--- src/rtl/ps2_host_tx_if.sv ---
// Command-byte handshake between host logic and the PS/2 host transmitter.
interface ps2_host_tx_if;
  logic [7:0] tx_data;
  logic       tx_valid;
  logic       tx_ready;
  logic       busy;
  logic       tx_done;
  logic       tx_err;

  modport master (
    output tx_data,
    output tx_valid,
    input  tx_ready,
    input  busy,
    input  tx_done,
    input  tx_err
  );

  modport slave (
    input  tx_data,
    input  tx_valid,
    output tx_ready,
    output busy,
    output tx_done,
    output tx_err
  );
endinterface

--- src/rtl/ps2_host_tx.sv ---
// PS/2 host-to-device transmitter: inhibits the clock, requests to send, shifts
// out data/parity/stop on device clock falls and checks the device ACK.
module ps2_host_tx #(
  parameter int INHIBIT_CYCLES = 5000,
  parameter int TIMEOUT_CYCLES = 750000
) (
  input  logic         clk,
  input  logic         reset,
  ps2_host_tx_if.slave tx,
  input  logic         ps2_clk_in,
  input  logic         ps2_data_in,
  output logic         ps2_clk_oe,
  output logic         ps2_data_oe
);

  localparam int INH_W = (INHIBIT_CYCLES > 1) ? $clog2(INHIBIT_CYCLES) : 1;
  localparam int TO_W  = (TIMEOUT_CYCLES > 1) ? $clog2(TIMEOUT_CYCLES) : 1;
  localparam logic [INH_W-1:0] INH_LAST = INH_W'(INHIBIT_CYCLES - 1);
  localparam logic [TO_W-1:0]  TO_LAST  = TO_W'(TIMEOUT_CYCLES - 1);

  typedef enum logic [2:0] {
    S_IDLE      = 3'd0,
    S_INHIBIT   = 3'd1,
    S_REQ       = 3'd2,
    S_DATA      = 3'd3,
    S_ACK       = 3'd4,
    S_WAIT_IDLE = 3'd5,
    S_END       = 3'd6
  } state_t;

  function automatic logic odd_parity(input logic [7:0] d);
    return ~^d;
  endfunction

  state_t           state_r, state_s;
  logic             clk_meta_r, clk_sync_r, clk_prev_r;
  logic             data_meta_r, data_sync_r;
  logic             fall_s, active_s, timeout_s;
  logic             done_s, err_s;
  logic [9:0]       frame_r;
  logic [3:0]       fall_cnt_r;
  logic [INH_W-1:0] inh_cnt_r;
  logic [TO_W-1:0]  to_cnt_r;
  logic             ready_s, busy_s, clk_oe_s, data_oe_s;
  logic             tx_ready_r, busy_r, tx_done_r, tx_err_r;
  logic             ps2_clk_oe_r, ps2_data_oe_r;

  assign fall_s    = clk_prev_r & ~clk_sync_r;
  assign active_s  = (state_r == S_REQ) || (state_r == S_DATA) ||
                     (state_r == S_ACK) || (state_r == S_WAIT_IDLE);
  assign timeout_s = active_s && (to_cnt_r == TO_LAST);

  // Two-flop synchronizers on the raw bus lines, plus the previous clock level for edge detection
  always_ff @(posedge clk or negedge reset) begin
    if (!reset) begin
      clk_meta_r  <= 1'b1;
      clk_sync_r  <= 1'b1;
      clk_prev_r  <= 1'b1;
      data_meta_r <= 1'b1;
      data_sync_r <= 1'b1;
    end else begin
      clk_meta_r  <= ps2_clk_in;
      clk_sync_r  <= clk_meta_r;
      clk_prev_r  <= clk_sync_r;
      data_meta_r <= ps2_data_in;
      data_sync_r <= data_meta_r;
    end
  end

  // Frame shift register and the inhibit, fall and timeout counters
  always_ff @(posedge clk or negedge reset) begin
    if (!reset) begin
      frame_r    <= 10'd0;
      fall_cnt_r <= 4'd0;
      inh_cnt_r  <= {INH_W{1'b0}};
      to_cnt_r   <= {TO_W{1'b0}};
    end else begin
      // Frame is {stop, parity, data}; bit 0 is what the next fall puts on the wire
      if ((state_r == S_IDLE) && tx.tx_valid) begin
        frame_r <= {1'b1, odd_parity(tx.tx_data), tx.tx_data};
      end else if (fall_s && ((state_r == S_REQ) || (state_r == S_DATA))) begin
        frame_r <= {1'b1, frame_r[9:1]};
      end else begin
        frame_r <= frame_r;
      end

      inh_cnt_r <= (state_r == S_INHIBIT) ? inh_cnt_r + INH_W'(1) : {INH_W{1'b0}};

      case (state_r)
        S_REQ:   fall_cnt_r <= fall_s ? 4'd1 : 4'd0;
        S_DATA:  fall_cnt_r <= fall_s ? fall_cnt_r + 4'd1 : fall_cnt_r;
        default: fall_cnt_r <= 4'd0;
      endcase

      if (active_s && !timeout_s) begin
        to_cnt_r <= fall_s ? {TO_W{1'b0}} : to_cnt_r + TO_W'(1);
      end else begin
        to_cnt_r <= {TO_W{1'b0}};
      end
    end
  end

  // State register
  always_ff @(posedge clk or negedge reset) begin
    if (!reset) begin
      state_r <= S_IDLE;
    end else begin
      state_r <= state_s;
    end
  end

  // Next-state logic; timeout wins over a simultaneous fall in every active state
  always_comb begin
    state_s = state_r;
    done_s  = 1'b0;
    err_s   = 1'b0;
    case (state_r)
      S_IDLE: begin
        if (tx.tx_valid) state_s = S_INHIBIT;
        else             state_s = S_IDLE;
      end
      S_INHIBIT: begin
        if (inh_cnt_r == INH_LAST) state_s = S_REQ;
        else                       state_s = S_INHIBIT;
      end
      S_REQ: begin
        if (timeout_s) begin
          state_s = S_END;
          err_s   = 1'b1;
        end else if (fall_s) begin
          state_s = S_DATA;
        end else begin
          state_s = S_REQ;
        end
      end
      S_DATA: begin
        if (timeout_s) begin
          state_s = S_END;
          err_s   = 1'b1;
        end else if (fall_s && (fall_cnt_r == 4'd9)) begin
          state_s = S_ACK;
        end else begin
          state_s = S_DATA;
        end
      end
      S_ACK: begin
        if (timeout_s) begin
          state_s = S_END;
          err_s   = 1'b1;
        end else if (fall_s && data_sync_r) begin
          state_s = S_END;
          err_s   = 1'b1;
        end else if (fall_s) begin
          state_s = S_WAIT_IDLE;
        end else begin
          state_s = S_ACK;
        end
      end
      S_WAIT_IDLE: begin
        if (timeout_s) begin
          state_s = S_END;
          err_s   = 1'b1;
        end else if (clk_sync_r && data_sync_r) begin
          state_s = S_END;
          done_s  = 1'b1;
        end else begin
          state_s = S_WAIT_IDLE;
        end
      end
      // One busy cycle carrying the result pulse, so tx_ready rises the cycle after it
      S_END:   state_s = S_IDLE;
      default: state_s = S_IDLE;
    endcase
  end

  // Next output values derived from the upcoming state
  always_comb begin
    ready_s   = 1'b0;
    busy_s    = 1'b1;
    clk_oe_s  = 1'b0;
    data_oe_s = 1'b0;
    case (state_s)
      S_IDLE: begin
        ready_s = 1'b1;
        busy_s  = 1'b0;
      end
      S_INHIBIT: clk_oe_s  = 1'b1;
      S_REQ:     data_oe_s = 1'b1;
      S_DATA: begin
        if (fall_s) data_oe_s = ~frame_r[0];
        else        data_oe_s = ps2_data_oe_r;
      end
      default: data_oe_s = 1'b0;
    endcase
  end

  // Registered outputs
  always_ff @(posedge clk or negedge reset) begin
    if (!reset) begin
      tx_ready_r    <= 1'b1;
      busy_r        <= 1'b0;
      tx_done_r     <= 1'b0;
      tx_err_r      <= 1'b0;
      ps2_clk_oe_r  <= 1'b0;
      ps2_data_oe_r <= 1'b0;
    end else begin
      tx_ready_r    <= ready_s;
      busy_r        <= busy_s;
      tx_done_r     <= done_s;
      tx_err_r      <= err_s;
      ps2_clk_oe_r  <= clk_oe_s;
      ps2_data_oe_r <= data_oe_s;
    end
  end

  assign tx.tx_ready  = tx_ready_r;
  assign tx.busy      = busy_r;
  assign tx.tx_done   = tx_done_r;
  assign tx.tx_err    = tx_err_r;
  assign ps2_clk_oe   = ps2_clk_oe_r;
  assign ps2_data_oe  = ps2_data_oe_r;

endmodule

--- src/flat_wrapper.sv ---
// flat-port wrapper written by rule: the top's interface ports become plain ports
module ps2_host_tx_flat 
#(
  parameter int INHIBIT_CYCLES = 5000,
  parameter int TIMEOUT_CYCLES = 750000
)
  (clk, reset, ps2_clk_in, ps2_data_in, ps2_clk_oe, ps2_data_oe, tx_tx_data, tx_tx_valid, tx_tx_ready, tx_busy, tx_tx_done, tx_tx_err);
  ps2_host_tx_if tx_i ();
  input  logic clk;
  input  logic reset;
  input  logic ps2_clk_in;
  input  logic ps2_data_in;
  output logic ps2_clk_oe;
  output logic ps2_data_oe;
  input wire logic [$bits(tx_i.tx_data)-1:0] tx_tx_data;
  input wire logic [$bits(tx_i.tx_valid)-1:0] tx_tx_valid;
  output wire logic [$bits(tx_i.tx_ready)-1:0] tx_tx_ready;
  output wire logic [$bits(tx_i.busy)-1:0] tx_busy;
  output wire logic [$bits(tx_i.tx_done)-1:0] tx_tx_done;
  output wire logic [$bits(tx_i.tx_err)-1:0] tx_tx_err;
  assign tx_i.tx_data = tx_tx_data;
  assign tx_i.tx_valid = tx_tx_valid;
  assign tx_tx_ready = tx_i.tx_ready;
  assign tx_busy = tx_i.busy;
  assign tx_tx_done = tx_i.tx_done;
  assign tx_tx_err = tx_i.tx_err;
  ps2_host_tx #(.INHIBIT_CYCLES(INHIBIT_CYCLES), .TIMEOUT_CYCLES(TIMEOUT_CYCLES)) u_core (.clk(clk), .reset(reset), .tx(tx_i), .ps2_clk_in(ps2_clk_in), .ps2_data_in(ps2_data_in), .ps2_clk_oe(ps2_clk_oe), .ps2_data_oe(ps2_data_oe));
endmodule
--- config.mk ---
export PLATFORM = sky130hd
export DESIGN_NAME = ps2_host_tx_flat
export DESIGN_NICKNAME = d
export VERILOG_FILES = /design/src/rtl/ps2_host_tx_if.sv /design/src/rtl/ps2_host_tx.sv /design/src/flat_wrapper.sv
export SDC_FILE = /design/constraint.sdc
export NUM_CORES = 1
export LEC_CHECK = 0
export ABC_AREA = 1
export BUFFER_PORTS_ARGS = -buffer_cell sky130_fd_sc_hd__buf_2
export CAP_MARGIN = 20
export CELL_PAD_IN_SITES_DETAIL_PLACEMENT = 1
export CELL_PAD_IN_SITES_GLOBAL_PLACEMENT = 1
export CORE_MARGIN = 2
export CORE_UTILIZATION = 48
export CTS_CLUSTER_DIAMETER = 40
export DETAILED_ROUTE_END_ITERATION = 8
export PLACE_DENSITY_LB_ADDON = 0.1
export REMOVE_ABC_BUFFERS = 1
export SYNTH_ARGS = -nofsm -noshare
export SYNTH_HDL_FRONTEND = slang
export SYNTH_SLANG_ARGS = --single-unit
--- constraint.sdc ---
create_clock -name clk -period 2.5 [get_ports clk]
set_input_delay 0.125 -clock clk [delete_from_list [all_inputs] [get_ports clk]]
set_output_delay 0.125 -clock clk [all_outputs]
set_load 0.1 [all_outputs]
Yosys cells after proc, flatten, opt, wreduce, memory -nomap -nowiden --
Index checks and enable logic that the tools add are counted.
Operators by class: add/subtract/negate cells 3, eq/ne operators 13, multiplexer cells 32, bitwise logic cells 3, reductions and logical operators 16
Operator list (count):
- two-way mux 20 bit | 2
- adder 20 x 1 -> 20 bit, second input constant | 1
- == test 20 bit, second input constant | 1
- two-way mux 10 bit | 2
- two-way mux 3 bit | 6
- case mux 3 bit (6 select lines) | 1
- two-way mux 1 bit | 14
- adder 13 x 1 -> 13 bit, second input constant | 1
- == test 13 bit, second input constant | 1
- two-way mux 13 bit | 1
- == test 3 x 2 -> 1 bit, second input constant | 4
- case mux 4 bit (2 select lines) | 1
- XNOR reduction 8 bit | 1
- logical AND 1 bit | 7
- == test 3 x 1 -> 1 bit, second input constant | 2
- == test 3 bit, second input constant | 2
- logical NOT 3 bit | 2
- adder 4 x 1 -> 4 bit, second input constant | 1
- == test 4 bit, second input constant | 1
- two-way mux 2 bit | 2
- two-way mux 4 bit | 1
- inequality test 2 x 1 -> 1 bit, second input constant | 2
- case mux 1 bit (2 select lines) | 2
- logical OR 1 bit | 3
- other kinds (5) | 6
Storage, ports and cells: flip-flop bits (word level) 61, input port bits 13, logic and storage cells 83

Depth between registers and ports, before layout --
depth in word-level cells 9, gate-level depth with buffers 12, mapped depth without buffers 12

Worst setup path before layout --
Ideal clock, no wire load.
path type register to register, start reg u_core.inh_cnt_r[0], end reg u_core.inh_cnt_r[12], setup time 123 ps, data arrival time 1418 ps, data required time 2377 ps, path slack 959 ps, cell stages (with the launch flop) 9, path buffers 0, period minus slack after synthesis 1541 ps, path through dfrtp_1 > ha_1 > nand2_1 > nor2_1 > nand2_1 > nor4_1 > nand2_1 > o21ai_0 > a21oi_1
Between the ends: longest elaborated chain between the ends 2
RTL lines:
- start, declared | RTL line ps2_host_tx.sv:42 | logic [INH_W-1:0] inh_cnt_r;
- start signal, assigned | RTL line ps2_host_tx.sv:75 | inh_cnt_r <= {INH_W{1'b0}};
- start signal, assigned | RTL line ps2_host_tx.sv:87 | inh_cnt_r <= (state_r == S_INHIBIT) ? inh_cnt_r + INH_W'(1) : {INH_W{1'b0}};
- adder 13 x 1 -> 13 bit | RTL line ps2_host_tx.sv:87
- two-way mux 13 bit | RTL line ps2_host_tx.sv:87
Every way passes these cells. A chain may end at the register's enable or synchronous reset.

Worst setup path in the final report --
start reg u_core.inh_cnt_r[0], end reg u_core.inh_cnt_r[10]
The elaborated chain is that of the path after synthesis.

==> flow_metrics.tcl <==
set metrics [dict create \
    status "finished clean" \
    comb_power_share 0.034 \
    crit_fanout 4 \
    rsz0062_at_grt "no" \
    die_x_um 82.7 \
    fin_hold_ws_ns 0.0602 \
    tightest_slew_ns 0.675 \
    hpwlAfterDp_mm 5.21 \
    cts_tree "built" \
    cts_setup_buffers 0 \
    cts_resized 0 \
    clock_latency_ns 0.35 \
    first_iter_violations 95 \
    wl_per_cell_um 15.0 \
    grt_start_max_net_pins 24 \
    end_kind "register" \
    p_switching_mw 0.420 \
    fmax_mhz 516 \
    fill_cells 748 \
    drtPass1Iterations 4 \
    cp-start-kind "register" \
    cts_buffers 9 \
    netlist_instances 354 \
    diodes 0 \
    hold_violations 0 \
    seqPwrFrac 0.517 \
    crit_arrival_ns 2.16 \
    die_h_um 82.7 \
    core_sq_um 5960 \
    setup_tns_ns 0 \
    grt_pass1_vias 2599 \
    netlist_area_sq_um 2970 \
    power_density_nw_per_um2 568 \
    ys_types 29 \
    ant_nets 0 \
    yosys_warnings 0 \
    pwr-share-clk 0.450 \
    required_ns 2.73 \
    pre_cts_ws_ns 0.576 \
    drive_gt1_frac 0.128 \
    synth_seq_cells 61 \
    drc 0 \
    crit_type "reg -> reg" \
    r2r_slack_ns 0.56 \
    syn2layout_area_growth_pct 14.2 \
    gp_congestion 0.855 \
    grt_use_total 0.234 \
    power_mw 1.93 \
    slew_viol_final 0 \
    syn_area_per_cell_sq_um 8.40 \
    fin_crit_sh 0.775 \
    yosysSeqAreaShare 0.516 \
    cts_max_level 3 \
    vias 2468 \
    fin_ws_ns 0.564 \
    sw_frac_of_total 0.218 \
    cts.path.max_buffers 2 \
    skew_ns 0.0113 \
    clk_pin_slew_ns 0.07 \
    io_buffers 18 \
    grt.overflow.total 0 \
    hold_class "in -> reg" \
    drt-vias-per-instance 5.28 \
    die-area_sq_um 6840 \
    cellLeakagePower_nw 1.58 \
    grt_pass1_wl_mm 11.9 \
    vdd_drop_max_mv 0.498 \
    maxSlewHeadroom 0.548 \
    pin_count 19 \
    cts.sinks 61 \
    ctsHoldBuffers 3 \
    p_int_mw 1.51 \
    post-route-min-period_ns 1.94 \
    fp-row-count 28 \
    final_util 0.570 \
    antenna_found_initial 0 \
    start_util 0.499 \
    cts_root_buffer "clkbuf_8" \
    final_nets 404 \
    routed_wl_mm 7.02 \
    maxCapViolations 0 \
    setup_violations 0 \
]
sequential cells by signal (all words and copies together) (netlist names), 3 cells and up:
signal and cells:
u_core.to_cnt_r 20, u_core.inh_cnt_r 13, u_core.frame_r 10, u_core.state_r 3
u_core.fall_cnt_r 4
cell type report:
type	count	area (sq um)	area share
tap	75	93.8	0.0276
clock buffer	14	153	0.0450
inverter	51	191	0.0564
multi-input combinational	238	1230	0.363
clock inverter	2	35.0	0.0103
timing repair buffer	26	158	0.0464
sequential	61	1530	0.452
synthesized netlist by cell type, drive strengths merged:
cell | n | area share
dfstp | 6 | 0.053
xor2 | 10 | 0.029
nand2 | 55 | 0.070
inv | 51 | 0.064
o21ai | 39 | 0.066
o221ai | 1 | 0.0029
nor4 | 2 | 0.0042
nand4 | 7 | 0.017
nand3 | 21 | 0.035
a32oi | 1 | 0.0029
nor3b | 1 | 0.0025
or2 | 1 | 0.0029
ha | 4 | 0.017
dfrtp | 55 | 0.46
clkbuf | 2 | 0.0025
xnor2 | 11 | 0.032
o21a | 1 | 0.0025
buf | 2 | 0.0034
nor2 | 48 | 0.061
nor3 | 17 | 0.034
a21oi | 17 | 0.029
a21boi | 1 | 0.0025
a211oi | 1 | 0.0025
critical path, cell delays in order, from the launching register on:
cell     delay [ns]
dfrtp_1        0.38
ha_1           0.17
nand2_1        0.08
nor2_1         0.17
nand2_1        0.11
nor4_1         0.50
nand2_1        0.15
o21ai_0        0.19
a21oi_1        0.06
metrics by stage:
step,cells,cell area [sq um]
6_report,467,3400
5_1_grt,467,3400
4_1_cts,467,3400
3_5_place_dp,448,3180
3_3_place_gp,448,3180
2_1_floorplan,350,2960
worst paths after layout:
check / from / end / cells past startpoint
hold / removal: tx_tx_data[4] / u_core.frame_r[4]$_DFFE_PN0P_ / 3
hold reg to reg: u_core.clk_meta_r$_DFF_PN1_ / u_core.clk_sync_r$_DFF_PN1_ / 0
setup / recovery: u_core.inh_cnt_r[0]$_DFF_PN0_ / u_core.inh_cnt_r[10]$_DFF_PN0_ / 8
min in group asynchronous: reset / u_core.to_cnt_r[14]$_DFF_PN0_ / 2
setup reg to reg: u_core.inh_cnt_r[0]$_DFF_PN0_ / u_core.inh_cnt_r[10]$_DFF_PN0_ / 8
max in group asynchronous: reset / u_core.clk_meta_r$_DFF_PN1_ / 3
cells by family after synthesis:
family / count (synthesis) / share of synthesized area
xor gates and xnor gates: 21 / 0.0618
AOI/OAI and AO/OA: 61 / 0.108
buffers and inverters: 55 / 0.0703
DFF: 61 / 0.516
and+or+nand+nor: 152 / 0.228
adders and majority gates: 4 / 0.0168
power by group through the flow:
stage | clock (mW) | sequential [mW] | combinational [mW]
after CTS | 0.881 | 0.997 | 0.0679
after global placement | 0 | 1.01 | 0.0631
after detailed placement | 0 | 1.01 | 0.0643
after floorplan | 0 | 1.01 | 0.0236
final | 0.868 | 0.997 | 0.0653
after global routing | 0.929 | 0.996 | 0.0744
routing by layer:
layer | share of wire | global-route usage
met4 | 0.014 | 0.0738
met3 | 0.026 | 0.0598
met1 | 0.48 | 0.302
met2 | 0.48 | 0.387
met5 | 0 | 0
layout by cell type, fill, tap and decap left out, drive strengths merged:
cell and n:
dfstp 6, dfrtp 55, nor3b 1, dlygate4sd3 3, a32oi 1, nand4 7, o21ai 39, nand3 21
nor3 17, buf 23, xor2 10, bufinv 1, xnor2 11, nor2 48, a21oi 17, o21a 1
a21boi 1, ha 4, a211oi 1, nor4 2, or2 1, clkinv 1, clkbuf 14, inv 51
nand2 55, o221ai 1
Note: power is estimated with default switching activity, not from simulation.
